`src/rtl/alu_operand_stage.sv`:
```
// ALU operand stage: 8-entry register file, operand latch towards an external
// combinational ALU, fixed-length execute wait, then result commit and flag update.
module alu_operand_stage #(
   parameter int unsigned WIDTH       = 16,
   parameter int unsigned EXEC_CYCLES = 2
) (
   input  logic             clk,
   input  logic             rst_n,
   input  logic             in_valid,
   output logic             in_ready,
   input  logic [4:0]       in_fs,
   input  logic             in_cin,
   input  logic [2:0]       in_ra,
   input  logic [2:0]       in_rb,
   input  logic [2:0]       in_rd,
   input  logic             in_use_imm,
   input  logic [WIDTH-1:0] in_imm,
   input  logic             in_we,
   output logic [4:0]       alu_fs,
   output logic             alu_cin,
   output logic [WIDTH-1:0] alu_a,
   output logic [WIDTH-1:0] alu_b,
   input  logic [WIDTH-1:0] alu_f,
   input  logic             alu_cout,
   output logic             res_valid,
   output logic [WIDTH-1:0] res_data,
   output logic             flag_z,
   output logic             flag_n,
   output logic             flag_c,
   input  logic [2:0]       dbg_addr,
   output logic [WIDTH-1:0] dbg_data
);

   if (EXEC_CYCLES < 1 || EXEC_CYCLES > 15) begin : g_bad_exec_cycles
      $error("alu_operand_stage: EXEC_CYCLES must be in 1..15");
   end

   localparam logic [3:0] CntInit = 4'(EXEC_CYCLES - 1);

   typedef enum logic [1:0] {StIdle, StExec, StWb} state_e;

   state_e           r_state;
   logic [3:0]       r_cnt;
   // Entry 0 is reset to zero and never written, so it always reads as zero.
   logic [WIDTH-1:0] r_regs [8];
   logic [2:0]       r_rd;
   logic             r_we;
   logic [4:0]       r_alu_fs;
   logic             r_alu_cin;
   logic [WIDTH-1:0] r_alu_a;
   logic [WIDTH-1:0] r_alu_b;
   logic [WIDTH-1:0] r_result;
   logic             r_cout;
   logic [WIDTH-1:0] r_res_data;
   logic             r_res_valid;
   logic             r_flag_z;
   logic             r_flag_n;
   logic             r_flag_c;

   logic [WIDTH-1:0] w_op_a;
   logic [WIDTH-1:0] w_op_b;

   assign w_op_a    = r_regs[in_ra];
   assign w_op_b    = in_use_imm ? in_imm : r_regs[in_rb];
   assign dbg_data  = r_regs[dbg_addr];
   assign in_ready  = (r_state == StIdle);
   assign alu_fs    = r_alu_fs;
   assign alu_cin   = r_alu_cin;
   assign alu_a     = r_alu_a;
   assign alu_b     = r_alu_b;
   assign res_valid = r_res_valid;
   assign res_data  = r_res_data;
   assign flag_z    = r_flag_z;
   assign flag_n    = r_flag_n;
   assign flag_c    = r_flag_c;

   // Control FSM with latched operands, result capture, commit and register file write.
   always_ff @(posedge clk or negedge rst_n) begin
      if (!rst_n) begin
         r_state     <= StIdle;
         r_cnt       <= 4'd0;
         for (int i = 0; i < 8; i++) begin
            r_regs[i] <= '0;
         end
         r_rd        <= 3'd0;
         r_we        <= 1'b0;
         r_alu_fs    <= 5'd0;
         r_alu_cin   <= 1'b0;
         r_alu_a     <= '0;
         r_alu_b     <= '0;
         r_result    <= '0;
         r_cout      <= 1'b0;
         r_res_data  <= '0;
         r_res_valid <= 1'b0;
         r_flag_z    <= 1'b0;
         r_flag_n    <= 1'b0;
         r_flag_c    <= 1'b0;
      end else begin
         r_res_valid <= 1'b0;
         unique case (r_state)
            StIdle: begin
               if (in_valid) begin
                  r_alu_a   <= w_op_a;
                  r_alu_b   <= w_op_b;
                  r_alu_fs  <= in_fs;
                  r_alu_cin <= in_cin;
                  r_rd      <= in_rd;
                  r_we      <= in_we;
                  r_cnt     <= CntInit;
                  r_state   <= StExec;
               end
            end
            StExec: begin
               // ALU outputs have been stable for EXEC_CYCLES cycles when the count hits zero.
               if (r_cnt == 4'd0) begin
                  r_result <= alu_f;
                  r_cout   <= alu_cout;
                  r_state  <= StWb;
               end else begin
                  r_cnt <= r_cnt - 4'd1;
               end
            end
            StWb: begin
               if (r_we && (r_rd != 3'd0)) begin
                  r_regs[r_rd] <= r_result;
               end
               r_res_data  <= r_result;
               r_res_valid <= 1'b1;
               r_flag_z    <= (r_result == '0);
               r_flag_n    <= r_result[WIDTH-1];
               r_flag_c    <= r_cout;
               r_state     <= StIdle;
            end
            default: r_state <= StIdle;
         endcase
      end
   end

endmodule
```
`config.mk`:
```
export PLATFORM = sky130hd
export DESIGN_NAME = alu_operand_stage
export DESIGN_NICKNAME = d
export VERILOG_FILES = /design/src/rtl/alu_operand_stage.sv
export SDC_FILE = /design/constraint.sdc
export NUM_CORES = 1
export LEC_CHECK = 0
export BUFFER_PORTS_ARGS = -buffer_cell sky130_fd_sc_hd__buf_2
export CAP_MARGIN = 15
export CORE_UTILIZATION = 35
export CTS_CLUSTER_SIZE = 30
export DETAILED_ROUTE_END_ITERATION = 10
export PLACE_DENSITY_LB_ADDON = 0.25
export SLEW_MARGIN = 0
export SYNTH_ARGS = -nofsm -noshare
export SYNTH_HDL_FRONTEND = slang
export SYNTH_SLANG_ARGS = --single-unit
```
`constraint.sdc`:
```
create_clock -name clk -period 2.9 [get_ports clk]
set_clock_uncertainty 0.2 [all_clocks]
set_input_delay 0.29 -clock clk [delete_from_list [all_inputs] [get_ports clk]]
set_output_delay 0.29 -clock clk [all_outputs]
set_load 0.02 [all_outputs]
```
==> Yosys cells after proc, flatten, opt, wreduce, memory -nomap -nowiden <==
Cells that the tools add are included.
{ "totals": {"ff_bits": 213, "inputBits": 56} }
{ "op_classes": {"n_addsub": 1, "n_lt_le_gt_ge": 5, "n_eq_ne": 5, "muxes": 20, "bitwise": 4, "n_reduce_logical": 12} }
{ "op_table": {"columns": ["op", "n"], "rows": [
  ["binary-select mux 16 bit (select 3 bit)", 3],
  ["bitwise mux 128 bit", 1],
  ["two-way mux 16 bit", 8],
  ["demux 16 bit (select 3 bit)", 1],
  ["greater-or-equal comparator 4 bit, second input constant", 4],
  ["logical NOT 16 bit", 1],
  ["NOT 3 -> 4 bit", 4],
  ["two-way mux 4 bit", 2],
  ["one-hot mux 4 bit (2 select lines)", 1],
  ["AND reduction 2 bit", 4],
  ["inequality test 2 bit, second input constant", 3],
  ["logical NOT 4 bit", 1],
  ["less-than comparator 4 x 1 -> 1 bit, second input constant", 1],
  ["two-way mux 2 bit", 2],
  ["one-hot mux 2 bit (2 select lines)", 1],
  ["subtractor 4 x 1 -> 4 bit, second input constant", 1],
  ["AND reduction 3 bit", 1],
  ["nonzero test 3 bit", 1],
  ["== test 2 x 1 -> 1 bit, second input constant", 1],
  ["== test 2 bit, second input constant", 1],
  ["logical AND 1 bit", 2],
  ["logical NOT 2 bit", 1],
  ["nonzero test 2 bit", 1],
  ["two-way mux 1 bit", 1]
]} }

==> Longest topological paths before layout <==
{ "logic_depth": {"depth_word": 6, "ltp_mapped": 7, "ltp_nobuf": 6} }

==> Worst setup path after synthesis <==
Ideal clock, no wire load.
{ "synth_timing": {"path_type": "input port to output port", "start": "in dbg_addr[0]", "end": "out dbg_data[0]", "arrival_ns": 1.651, "t_required_ns": 2.410, "path_slack_ns": 0.759, "path_stages": 4, "path_cell_list": "clkbuf_1 buf_2 mux4_2 mux2_2"} }
{ "synth_via": {"elab_chain_len": 4} }
{ "synth_lines": {"columns": ["item", "line", "source"], "rows": [
  ["start, declared", "30", "input logic [2:0] dbg_addr,"],
  ["NOT 3 -> 4 bit (not written as such)", "65", "assign dbg_data = r_regs[dbg_addr];"],
  ["binary-select mux 16 bit (select 3 bit)", "65", null],
  ["two-way mux 16 bit (not written as such) (2 in series)", "65", null],
  ["end, declared", "31", "output logic [WIDTH-1:0] dbg_data"]
]} }
No other way between the ends. The select of a mux whose other input is x is not followed.

==> Worst setup path in the final report <==
{ "layout_timing": {"start": "reg r_regs[63] in the netlist's numbering", "end": "out dbg_data[15]"} }
{ "layout_via": {"elab_chain_len": 3} }
{ "layout_lines": {"columns": ["item", "line", "source"], "rows": [
  ["start, declared", "45", "logic [WIDTH-1:0] r_regs [8];"],
  ["start signal, assigned by index", "125", "r_regs[r_rd] <= r_result;"],
  ["binary-select mux 16 bit (select 3 bit)", "65", null],
  ["two-way mux 16 bit (not written as such) (2 in series)", "65", null]
]} }
No other way between the ends. The select of a mux whose other input is x is not followed.

==> flow_metrics.env <==
export IMPL_tns_ps=0
export IMPL_synth_mux_area_share_pct=33.3
export IMPL_setup_viol=0
export IMPL_synth_most_common_cell="dfrtp_1"
export IMPL_ctsResizeCount=0
export IMPL_clk_path_buf_depth=3
export IMPL_dieArea_mm2=0.0324
export IMPL_coreArea_mm2=0.0309
export IMPL_htree_levels=1
export IMPL_min_to="alu_b[9]"
export IMPL_antenna_found_initial=0
export IMPL_syn_nets=973
export IMPL_numClockSinks=212
export IMPL_rows=64
export IMPL_synth_area_leaders="dfrtp_1, mux2_2, mux2i_1, mux4_2, nand2_1"
export IMPL_synth_top_cell_area_share_pct=47.8
export IMPL_period_share_pct=81.6
export IMPL_syn2layout_area_growth_pct=20.8
export IMPL_grt_usage_pct=20.3
export IMPL_viasPerCell=5.45
export IMPL_io_buffers=130
export IMPL_yosys_area_top_type="dfrtp_1"
export IMPL_rr_worst_depth=6
export IMPL_min_path_type="input port to flip-flop"
export IMPL_yosys_area_share_adder_pct=0.225
export IMPL_wl_um=32700
export IMPL_n_antenna_cell=0
export IMPL_tightest_slew_ps=696
export IMPL_seqCellArea_mm2=0.00531
export IMPL_grt_pass1_wl_um=50100
export IMPL_multi_input_area_mm2=0.00536
export IMPL_worstPathArrival_ps=1880
export IMPL_cts_tree="done"
export IMPL_numCtsBuffers=24
export IMPL_worstPathCellList="mux4_2 -> mux2_2 -> buf_2"
export IMPL_grt_use_met2_pct=30.2
export IMPL_insertion_delay_ps=520
export IMPL_drt_iter0_markers=580
export IMPL_yosysUniqueCellTypes=42
export IMPL_syn_area_per_cell_um2=12.1
export IMPL_via_count=7972
export IMPL_wl_per_cell_um=22.3
export IMPL_ios=131
export IMPL_synth_area_mm2=0.0111
export IMPL_die_h_um=180
export IMPL_synth_cells=915
export IMPL_gr_max_usage_layer="met2"
export IMPL_reg2reg_to="r_regs[41]"
export IMPL_cp_required_ps=2410
export IMPL_period_needed_ps=2370
export IMPL_synth_top_family_by_area="multiplexers"
export IMPL_cp_num_buf_inv=1
export IMPL_status="complete, no violations"
export IMPL_dpl_hpwl_um=21300
export IMPL_critPathMaxFanout=4
export IMPL_clk_pin_slew_ps=60
export IMPL_final_net_count=1111
export IMPL_static_leakage_power_nw=6.60
export IMPL_grt_met3_usage_pct=3.78
export IMPL_drv_cap=0
export IMPL_drc=0
export IMPL_slew_violations=0
export IMPL_die_w_um=180
export IMPL_hold_viol=0
export IMPL_root_buffer="clkbuf_16"
export IMPL_fillers=2927
export IMPL_end_kind="primary output"
export IMPL_async_reset_ff_share_pct=100
export IMPL_dominantRegCellSynth="dfrtp_1"
export IMPL_stdcell_area_mm2=0.0134
export IMPL_seq_area_frac_synth_pct=47.8
export IMPL_fmax_ghz=0.422
export IMPL_crit_cells=3
export IMPL_worstReg2RegStart="r_state[0]"
export IMPL_crit_type="flip-flop to primary output"
export IMPL_first_pass_iters=5
export IMPL_min_from="in_use_imm"
export IMPL_slew_headroom_pct=53.4
export IMPL_whs_path_depth=3
export IMPL_synthTopCellsByCount="dfrtp_1, mux2_2, mux2i_1, nand2_1, a22oi_1"
export IMPL_powerDensity_mw_per_mm2=883
export IMPL_ys_ff_latch=212
export IMPL_yosys_warnings=0
export IMPL_synth_edf_count=0
export IMPL_irDropWorstVdd_mv=0.600
export IMPL_grt_pass1_vias=8034
export IMPL_placed_area_mm2=0.0122
export IMPL_yosys_area_share_simple_pct=9.49
export IMPL_grtUsageMet1_pct=30.0
export IMPL_rrSetupSlack_ps=610
export IMPL_start_util_pct=35.9
export IMPL_worstSetupStartpointType="flip-flop"
export IMPL_cpPeakStageDelay_ps=470
export IMPL_synthXorXnorAreaFrac_pct=0.158
export IMPL_synth_compound_area_share_pct=5.07
export IMPL_crit_slowest_cell="mux4_2"
export IMPL_overflow=0
export IMPL_place_congestion=0.808
export IMPL_grt_start_max_net_pins=78
export IMPL_rsz0062_at_grt="false"
export IMPL_drive_gt1_share_pct=37.4
export IMPL_postRouteAntennaNets=0
export IMPL_crit_family="multiplexers"
-- cell families (layout without fill, tap and decap cells) --
| logic type | count (synthesis) | count (layout) |
|---|---|---|
| AND/OR/NAND/NOR | 221 | 221 |
| buffers and inverters | 99 | 252 |
| XOR/XNOR | 2 | 2 |
| flip-flops | 212 | 212 |
| multiplexers | 307 | 307 |
| AO/OA/AOI/OAI | 72 | 72 |
| adder cells (fa/ha/maj) | 2 | 2 |
-- per-layer routing --
metal  share of wire (%)  up-vias
met5                   0        -
met1                  48     4045
met3                 5.9       54
li1                    -     3597
met4                 2.6        0
met2                  43      276
-- flip-flops by register name, indices dropped and copies added, names as in the netlist, 2 cells and up --
| signal | cells |
|---|---|
| r_regs | 128 |
| alu_a | 16 |
| alu_b | 16 |
| r_result | 16 |
| res_data | 16 |
| alu_fs | 5 |
| r_cnt | 4 |
| r_rd | 3 |
| r_state | 2 |
-- repair_timing --
| action | 4_1_cts | 5_1_grt |
|---|---|---|
| hold buffers | 45 | 0 |
| setup buffers | 0 | 0 |
| hold endpoints to repair | 118 | 0 |
-- layout by cell type (no fill, tap or decap), drive strengths merged, types with 4 or more instances in the layout --
| master | synthesis | routed |
|---|---|---|
| a22oi | 52 | 52 |
| buf | 44 | 162 |
| clkbuf | 51 | 35 |
| clkinv | 0 | 4 |
| dfrtp | 212 | 212 |
| dlygate4sd3 | 0 | 45 |
| inv | 4 | 4 |
| mux2 | 147 | 147 |
| mux2i | 128 | 128 |
| mux4 | 32 | 32 |
| nand2 | 128 | 128 |
| nand2b | 4 | 4 |
| nand3 | 50 | 50 |
| nand3b | 8 | 8 |
| nor2 | 9 | 9 |
| nor2b | 4 | 4 |
| nor4 | 4 | 4 |
| o221a | 6 | 6 |
| o221ai | 6 | 6 |
| o22ai | 6 | 6 |
-- through the flow --
step / hold WS, ps / cells / total power (W) / util, % / setup slack (ps)
after global routing: 78.2 / 1464 / 0.0125 / 43.4 / 471
after floorplan: -206 / 915 / 0.00745 / - / 759
final: 65.1 / 1464 / 0.0118 / 43.4 / 533
after detailed placement: 123 / 1378 / 0.00889 / 39.4 / 636
after global placement: 127 / 1378 / 0.00882 / 39.4 / 670
after CTS: 41.4 / 1464 / 0.0120 / 43.4 / 511
-- worst reg2reg max path, stage by stage (launching register included) --
cell      delay, ps
dfrtp_1         420
nand2b_4        280
inv_6           220
nand3_4         140
nor3b_4         180
buf_4           350
mux2_2          390
-- how the worst max path moves through the flow --
stage,startpoint,slack [ps],end
2_1_floorplan,dbg_addr[0],760,dbg_data[0]
3_3_place_gp,dbg_addr[0],670,dbg_data[13]
3_5_place_dp,r_state[0],640,r_regs[41]
4_1_cts,r_regs[56],510,dbg_data[8]
5_1_grt,r_regs[13],470,dbg_data[13]
6_report,r_regs[63],530,dbg_data[15]
-- final cells by class --
| type | instances | area share, % |
|---|---|---|
| Clock buffer | 35 | 5.54 |
| Multi-Input combinational cell | 604 | 39.9 |
| Tap cell | 396 | 3.69 |
| Inverter | 4 | 0.149 |
| Timing Repair Buffer | 207 | 10.9 |
| Clock inverter | 6 | 0.261 |
| Sequential cell | 212 | 39.6 |
-- power by group --
part,internal [W],switching [W],total (W)
clock,0.00176,0.00120,0.00296
sequential,0.00395,0.00121,0.00516
combinational,0.00176,0.00196,0.00371
No activity file was read; power rests on OpenSTA's default activity.
